--- src/rtl/can_rx_frame_decoder.sv ---
// rtl/can_rx_frame_decoder.sv - CAN base-format frame receiver: destuffing, CRC-15 check, field parse
// Optional ACK indication output enabled by defining CAN_RX_ACK_EN.
module can_rx_frame_decoder #(
    parameter int EOF_BITS  = 7,
    parameter int IDLE_BITS = 11
) (
    input  logic        clk,
    input  logic        rst_n,
    input  logic        bit_valid,
    input  logic        rx_bit,
    output logic [10:0] rx_id,
    output logic        rx_rtr,
    output logic [3:0]  rx_dlc,
    output logic [63:0] rx_data,
    output logic        rx_valid,
    output logic        crc_error,
    output logic        stuff_error,
    output logic        form_error,
`ifdef CAN_RX_ACK_EN
    output logic        ack_o,
`endif
    output logic        busy
);

    localparam int REC_W = $clog2(IDLE_BITS + 1);

    typedef enum logic [3:0] {
        S_IDLE,
        S_ARB,
        S_CTRL,
        S_DATA,
        S_CRC,
        S_CRC_DEL,
        S_ACK_SLOT,
        S_ACK_DEL,
        S_EOF,
        S_RECOVER
    } state_t;

    state_t             state_q, state_d;
    logic [6:0]         bit_cnt_q, bit_cnt_d;
    logic [14:0]        crc_q, crc_d;
    logic [2:0]         stuff_cnt_q, stuff_cnt_d;
    logic               last_q, last_d;
    logic [REC_W-1:0]   rec_cnt_q, rec_cnt_d;
    logic [10:0]        id_q, id_d;
    logic               rtr_q, rtr_d;
    logic [3:0]         dlc_q, dlc_d;
    logic [6:0]         nbits_q, nbits_d;
    logic [63:0]        data_q, data_d;
    logic [3:0]         dlc_next;
    logic               valid_d, crc_err_d, stuff_err_d, form_err_d;
    logic               in_stuff_zone;

    function automatic logic [14:0] crc_step(input logic [14:0] c, input logic b);
        logic n;
        n = b ^ c[14];
        return {c[13:0], 1'b0} ^ (n ? 15'h4599 : 15'h0000);
    endfunction

    assign busy          = (state_q != S_IDLE);
    assign in_stuff_zone = (state_q inside {S_ARB, S_CTRL, S_DATA, S_CRC, S_CRC_DEL});

    always_comb begin
        state_d     = state_q;
        bit_cnt_d   = bit_cnt_q;
        crc_d       = crc_q;
        stuff_cnt_d = stuff_cnt_q;
        last_d      = last_q;
        rec_cnt_d   = rec_cnt_q;
        id_d        = id_q;
        rtr_d       = rtr_q;
        dlc_d       = dlc_q;
        nbits_d     = nbits_q;
        data_d      = data_q;
        dlc_next    = {dlc_q[2:0], rx_bit};
        valid_d     = 1'b0;
        crc_err_d   = 1'b0;
        stuff_err_d = 1'b0;
        form_err_d  = 1'b0;

        if (bit_valid) begin
            if (in_stuff_zone && stuff_cnt_q == 3'd5) begin
                // Sixth bit after a run of five: must be a complementary stuff bit.
                if (rx_bit == last_q) begin
                    stuff_err_d = 1'b1;
                    state_d     = S_RECOVER;
                    rec_cnt_d   = '0;
                end else begin
                    stuff_cnt_d = 3'd1;
                    last_d      = rx_bit;
                end
            end else begin
                if (state_q inside {S_ARB, S_CTRL, S_DATA, S_CRC}) begin
                    stuff_cnt_d = (rx_bit == last_q) ? stuff_cnt_q + 3'd1 : 3'd1;
                    last_d      = rx_bit;
                    crc_d       = crc_step(crc_q, rx_bit);
                end

                case (state_q)
                    S_IDLE: begin
                        if (!rx_bit) begin
                            state_d     = S_ARB;
                            crc_d       = crc_step(15'h0000, 1'b0);
                            stuff_cnt_d = 3'd1;
                            last_d      = 1'b0;
                            bit_cnt_d   = '0;
                            data_d      = '0;
                        end
                    end
                    S_ARB: begin
                        if (bit_cnt_q == 7'd11) begin
                            rtr_d     = rx_bit;
                            state_d   = S_CTRL;
                            bit_cnt_d = '0;
                        end else begin
                            id_d      = {id_q[9:0], rx_bit};
                            bit_cnt_d = bit_cnt_q + 7'd1;
                        end
                    end
                    S_CTRL: begin
                        if (bit_cnt_q == 7'd0 && rx_bit) begin
                            form_err_d = 1'b1;
                            state_d    = S_RECOVER;
                            rec_cnt_d  = '0;
                        end else begin
                            if (bit_cnt_q >= 7'd2)
                                dlc_d = dlc_next;
                            if (bit_cnt_q == 7'd5) begin
                                if (rtr_q)
                                    nbits_d = 7'd0;
                                else if (dlc_next > 4'd8)
                                    nbits_d = 7'd64;
                                else
                                    nbits_d = {dlc_next, 3'b000};
                                state_d   = (rtr_q || dlc_next == 4'd0) ? S_CRC : S_DATA;
                                bit_cnt_d = '0;
                            end else begin
                                bit_cnt_d = bit_cnt_q + 7'd1;
                            end
                        end
                    end
                    S_DATA: begin
                        // Byte 0 lands in [63:56]; untouched bytes stay cleared from SOF.
                        data_d[~bit_cnt_q[5:0]] = rx_bit;
                        if (bit_cnt_q == nbits_q - 7'd1) begin
                            state_d   = S_CRC;
                            bit_cnt_d = '0;
                        end else begin
                            bit_cnt_d = bit_cnt_q + 7'd1;
                        end
                    end
                    S_CRC: begin
                        if (bit_cnt_q == 7'd14) begin
                            state_d   = S_CRC_DEL;
                            bit_cnt_d = '0;
                        end else begin
                            bit_cnt_d = bit_cnt_q + 7'd1;
                        end
                    end
                    S_CRC_DEL: begin
                        if (!rx_bit) begin
                            form_err_d = 1'b1;
                            state_d    = S_RECOVER;
                            rec_cnt_d  = '0;
                        end else if (crc_q != 15'h0000) begin
                            crc_err_d = 1'b1;
                            state_d   = S_RECOVER;
                            rec_cnt_d = '0;
                        end else begin
                            state_d = S_ACK_SLOT;
                        end
                    end
                    S_ACK_SLOT: begin
                        state_d = S_ACK_DEL;
                    end
                    S_ACK_DEL: begin
                        if (!rx_bit) begin
                            form_err_d = 1'b1;
                            state_d    = S_RECOVER;
                            rec_cnt_d  = '0;
                        end else begin
                            state_d   = S_EOF;
                            bit_cnt_d = '0;
                        end
                    end
                    S_EOF: begin
                        if (!rx_bit) begin
                            form_err_d = 1'b1;
                            state_d    = S_RECOVER;
                            rec_cnt_d  = '0;
                        end else if (bit_cnt_q == 7'(EOF_BITS - 1)) begin
                            valid_d   = 1'b1;
                            state_d   = S_IDLE;
                            bit_cnt_d = '0;
                        end else begin
                            bit_cnt_d = bit_cnt_q + 7'd1;
                        end
                    end
                    S_RECOVER: begin
                        if (!rx_bit) begin
                            rec_cnt_d = '0;
                        end else if (rec_cnt_q == REC_W'(IDLE_BITS - 1)) begin
                            rec_cnt_d = '0;
                            state_d   = S_IDLE;
                        end else begin
                            rec_cnt_d = rec_cnt_q + 1'b1;
                        end
                    end
                    default: state_d = S_IDLE;
                endcase
            end
        end
    end

    always_ff @(posedge clk or negedge rst_n) begin
        if (!rst_n) begin
            state_q     <= S_IDLE;
            bit_cnt_q   <= '0;
            crc_q       <= '0;
            stuff_cnt_q <= '0;
            last_q      <= 1'b0;
            rec_cnt_q   <= '0;
            id_q        <= '0;
            rtr_q       <= 1'b0;
            dlc_q       <= '0;
            nbits_q     <= '0;
            data_q      <= '0;
            rx_id       <= '0;
            rx_rtr      <= 1'b0;
            rx_dlc      <= '0;
            rx_data     <= '0;
            rx_valid    <= 1'b0;
            crc_error   <= 1'b0;
            stuff_error <= 1'b0;
            form_error  <= 1'b0;
        end else begin
            state_q     <= state_d;
            bit_cnt_q   <= bit_cnt_d;
            crc_q       <= crc_d;
            stuff_cnt_q <= stuff_cnt_d;
            last_q      <= last_d;
            rec_cnt_q   <= rec_cnt_d;
            id_q        <= id_d;
            rtr_q       <= rtr_d;
            dlc_q       <= dlc_d;
            nbits_q     <= nbits_d;
            data_q      <= data_d;
            rx_valid    <= valid_d;
            crc_error   <= crc_err_d;
            stuff_error <= stuff_err_d;
            form_error  <= form_err_d;
            if (valid_d) begin
                rx_id   <= id_q;
                rx_rtr  <= rtr_q;
                rx_dlc  <= dlc_q;
                rx_data <= data_q;
            end
        end
    end

`ifdef CAN_RX_ACK_EN
    // High exactly while the ACK slot is pending after a clean CRC delimiter.
    always_ff @(posedge clk or negedge rst_n) begin
        if (!rst_n)
            ack_o <= 1'b0;
        else
            ack_o <= (state_d == S_ACK_SLOT);
    end
`endif

endmodule

--- config.mk ---
export PLATFORM = sky130hd
export DESIGN_NAME = can_rx_frame_decoder
export DESIGN_NICKNAME = d
export VERILOG_FILES = /design/src/rtl/can_rx_frame_decoder.sv
export SDC_FILE = /design/constraint.sdc
export NUM_CORES = 1
export LEC_CHECK = 0
export BUFFER_PORTS_ARGS = -buffer_cell sky130_fd_sc_hd__buf_2
export CORE_ASPECT_RATIO = 2
export CORE_MARGIN = 5
export CORE_UTILIZATION = 38
export DETAILED_ROUTE_END_ITERATION = 10
export HOLD_SLACK_MARGIN = 0.05
export PLACE_DENSITY = 0.62
export SLEW_MARGIN = 5
export SYNTH_ARGS = -nofsm -noshare
export SYNTH_HDL_FRONTEND = slang
export SYNTH_SLANG_ARGS = --single-unit
--- constraint.sdc ---
create_clock -name clk -period 3.3 [get_ports clk]
set_input_delay 0.33 -clock clk [delete_from_list [all_inputs] [get_ports clk]]
set_output_delay 0.33 -clock clk [all_outputs]
set_load 0.05 [all_outputs]
* Word level (Yosys, flattened, before mapping)
Cells that the tools add are included.
** Operators by class
- Bitwise gates (word level) :: 6
- Muxes and demuxes :: 76
- Add/subtract/negate cells :: 4
- Equal/unequal tests :: 34
- Magnitude comparators :: 4
- Reduce and logical (&&, ||, !) cells :: 26
** Operators by type and width (count)
- case mux 64 bit (2 select lines) :: 1
- two-way mux 4 bit :: 22
- two-way mux 7 bit :: 11
- bitwise mux 64 bit :: 1
- two-way mux 64 bit :: 1
- two-way mux 15 bit :: 4
- case mux 7 bit (7 select lines) :: 1
- case mux 4 bit (10 select lines) :: 1
- two-way mux 1 bit :: 24
- two-way mux 3 bit :: 7
- == test 4 x 3 -> 1 bit, second input constant :: 4
- case mux 4 bit (4 select lines) :: 1
- inequality test 3 x 2 -> 1 bit, second input constant :: 5
- nonzero test 15 bit :: 1
- bitwise XOR 15 bit :: 1
- == test 7 x 3 -> 1 bit, second input constant :: 2
- == test 7 x 4 -> 1 bit, second input constant :: 2
- == test 4 bit, second input constant :: 3
- AND reduction 4 bit :: 3
- inequality test 2 bit, second input constant :: 5
- AND reduction 10 bit :: 1
- AND reduction 5 bit :: 2
- nonzero test 5 bit :: 2
- inequality test 3 bit, second input constant :: 3
- other kinds (33) :: 42
** Storage, ports and cells
- Bits in registers :: 205
- Output and inout port bits :: 85
- Input bits :: 4
- Word-level logic and storage cells :: 169

* Longest topological paths before layout
- Word-level depth :: 7
- Mapped depth :: 9
- Depth with buffers taken out :: 8

* Worst setup path before layout
Ideal clock, no wire load.
- Path type :: flip-flop to flip-flop
- From :: register bit_cnt_q[0]
- To :: register state_q[1]
- Arrival time :: 2.299 ns
- Slack :: 0.873 ns
- Clock period less this slack :: 2.427 ns
- Path buffers :: 2
- Required time :: 3.172 ns
- Cell stages (with the launch flop) :: 9
- Setup time :: 0.128 ns
- Path through :: dfrtp_1 -> buf_2 -> inv_1 -> clkbuf_1 -> ha_1 -> a41oi_1 -> a2111o_2 -> o31ai_4 -> mux2_1
** On the way
- Word-level cells in the longest chain between the ends :: 5
- Elaborated cells between the ends (all ways) :: 16
- Classes of those cells :: 10 x eq/ne; 3 x mux; 3 x reduce/logical
** Ends and longest elaborated chain
- start, declared :: line 41 : logic [6:0] bit_cnt_q, bit_cnt_d;
- start signal, assigned :: line 239 : bit_cnt_q <= bit_cnt_d;
- logical NOT 7 bit :: line 122 : if (bit_cnt_q == 7'd0 && rx_bit) begin
- logical AND 1 bit :: line 122
- two-way mux 4 bit :: line 122
- case mux 4 bit (10 select lines) :: line 100 : case (state_q)
- two-way mux 4 bit :: line 83 : if (in_stuff_zone && stuff_cnt_q == 3'd5) begin
- end signal, assigned :: line 238 : state_q <= state_d;
- end, declared :: line 40 : state_t state_q, state_d;
Parallel ways exist; a longest one is shown, timed or not.
A chain may end at the register's enable or synchronous reset.

* Worst setup path after layout
Same ends and word-level chain as after synthesis.

==> flow_summary_export.csv <==
group,metric,value,unit
finish,area_growth,16.5,%
global_route,grt_pass1_wl,39.4,mm
timing,period_needed,2.71,ns
outcome,status,"finished clean",
finish,drive_gt1_share,28.6,%
route,drtIter0Drc,428,
floorplanning,num_rows,80,
clock_tree,htreeDepth,1,
synthesis,postSynthAreaPerCell,11.1,um^2
route,drc,0,
setup_path,slowest_delay,0.52,ns
floorplanning,die_h,231,um
global_route,grt_usage,17.6,%
timing,slew_headroom,35.2,%
clock_tree,cts_max_path_buffers,3,
global_route,grt_pass1_vias,7217,
synthesis,async_flop_share,100,%
clock_tree,clk_pin_slew,0.07,ns
power_and_ir_drop,vdd_drop_max,0.423,mV
setup_path,path_max_fanout,12,
setup_path,start_kind,"register",
finish,nNetsFinal,947,
timing,fmax,369,MHz
clock_tree,cts-root-buf,"clkbuf_16",
timing,tns,0,ns
place,hpwlAfterDp,16.9,mm
setup_path,arrival,3.08,ns
power_and_ir_drop,leakagePower,5.21,nW
finish,n_fill_cell,2204,
flow_run,max_cap_viol_count,0,
setup_path,cp_cell_sequence,"inv_1 -> ha_1 -> a41oi_1 -> a2111o_2 -> o31ai_4 -> mux2_1",
clock_tree,cts.sinks,202,
finish,diodes,0,
hold_path,hold_class,"input pin to register",
clock_tree,clk_latency,0.51,ns
power_and_ir_drop,p_per_area,723,nW/um^2
clock_tree,cts_setup_buffers,0,
timing,fin_crit_sh,82.2,%
floorplanning,floorplan.initialDensity,38.7,%
synthesis,synth_ff_type,"dfrtp_1",
synthesis,synthCells,835,
synthesis,synth_top_area_share,54.6,%
synthesis,yosysWarnings,0,
global_route,overflow,0,
synthesis,yosysSeqAreaShare,54.6,%
synthesis,synth.largest_area_cell,"dfrtp_1",
clock_tree,hold_buffers,1,
clock_tree,ctsResizeCount,0,
floorplanning,core-area,23900,um^2
synthesis,synth_area_leaders,"dfrtp_1 (55%), mux2_2 (12%), o21ai_0 (6.9%)",
timing,slew_viol_final,0,
clock_tree,cts_tree,"yes",
timing,hold_viol,0,
synthesis,ys_seq_elements,202,
synthesis,synth_area,9260,um^2
synthesis,yosysUniqueCellTypes,75,
synthesis,yosysMostFrequentCell,"dfrtp_1",
timing,fin_worst_skew,0.0234,ns
setup_path,crit_path_end_kind,"register",
global_route,antenna_found_initial,0,
place,port_buffers,88,
timing,rsz0062_at_grt,"no",
setup_path,crit_required,3.67,ns
synthesis,synth-edff-count,0,
route,first_pass_iters,5,
floorplanning,top_level_ports,89,
setup_path,path_buf_inv,1,
route,wire_per_inst,19.6,um
synthesis,synth_common_cells,"dfrtp_1 (202), o21ai_0 (127), mux2_2 (95)",
place,place_congestion,0.899,
route,viasPerCell,5.63,
route,drtAntennaViolNets,0,
synthesis,synth_nets,848,
floorplanning,die_x,120,um
setup_path,cp_slowest_cell,"a2111o_2",
setup_path,crit_family,"compound AO/OA/AOI/OAI gates",
global_route,grt_max_degree,88,
timing,setup_violations,0,
route,dr_total_vias,6947,
setup_path,crit_type,"register to register",
finish,instances_no_fill,1233,
clock_tree,cts_buffers,19,
place,dp_cells,1199,
timing,worst-slew-pin-transition,0.969,ns
route,routed_wl,24.1,mm
floorplanning,die_area,27800,um^2
## final cells by class
cell class,count,area [um^2],share of cell area (%)
repair buffers,124,759,7.04
flip-flops and latches,202,5050,46.9
multi-input cells,572,3940,36.5
inverters,15,56.3,0.522
well taps,287,359,3.33
clock inverters,11,120,1.11
clock buffers,22,497,4.60
## sequential cells by signal (all words and copies together) (netlist names), 4 cells and up
name       count
bit_cnt_q      7
state_q        4
rx_dlc         4
rx_id         11
rec_cnt_q      4
id_q          11
data_q        64
nbits_q        4
crc_q         15
dlc_q          4
rx_data       64
## per-stage QoR
step	power [mW]	hold WS [ns]	utilization (%)	worst slack [ns]	instance area, um^2
detailed placement	5.61	0.450	42.5	0.623	10200
global route	8.24	0.218	45.1	0.453	10800
CTS	7.86	0.185	45.1	0.601	10800
finish	7.80	0.184	45.1	0.588	10800
floorplan	4.78	0.0344	-	0.873	9260
global placement	5.58	0.454	42.5	0.658	10200
## placed cells by master, fill, tap and decap left out, types with 7 or more instances in the layout
cell	count
ha_1	9
buf_2	87
dfrtp_1	202
a21oi_1	83
o21ai_1	14
o21ai_0	127
nor2_1	20
a31oi_1	8
nand3_1	19
mux2_2	95
nor3_1	21
inv_1	12
nor3b_1	7
buf_4	32
xnor2_1	11
clkbuf_16	19
nand2_1	51
## worst reg2reg max path, cell delays in order (launching register included)
cell	delay [ns]
dfrtp_1	0.51
inv_1	0.34
ha_1	0.32
a41oi_1	0.20
a2111o_2	0.52
o31ai_4	0.32
mux2_1	0.37
## power by group
part	switching, mW	leakage [nW]	internal [mW]
Clock	0.969	0.309	1.25
Combinational	1.54	2.15	0.890
Sequential	0.389	2.75	2.75
## path summary, 6_finish.rpt
| check | startpoint | to | slack (ns) | cells past startpoint |
|---|---|---|---|---|
| max in group asynchronous | rst_n | rx_data[16] | 2.02 | 3 |
| worst max-delay path | bit_cnt_q[0] | state_q[1] | 0.59 | 6 |
| worst min-delay path | bit_valid | last_q | 0.18 | 2 |
| worst max register to register | bit_cnt_q[0] | state_q[1] | 0.59 | 6 |
| worst min register to register | rx_data[60] | rx_data[60] | 0.49 | 1 |
| min in group asynchronous | rst_n | data_q[45] | 0.46 | 2 |
## layer usage
layer | track usage (%) | vias to the layer above | wire length [um]
met5 | 0 | - | 0
met2 | 32.7 | 193 | 13300
met3 | 1.84 | 57 | 878
li1 | - | 3254 | -
met4 | 7.70 | 0 | 978
met1 | 20.2 | 3443 | 8970
## cell families after synthesis
family | share of synthesized area [%]
AO/OA/AOI/OAI | 18.0
flip-flops | 54.6
AND/OR/NAND/NOR | 9.72
multiplexers | 11.9
buffers and inverters | 2.99
XOR/XNOR | 1.57
adder cells (fa/ha/maj) | 1.22
(Power assumes the default switching activity.)
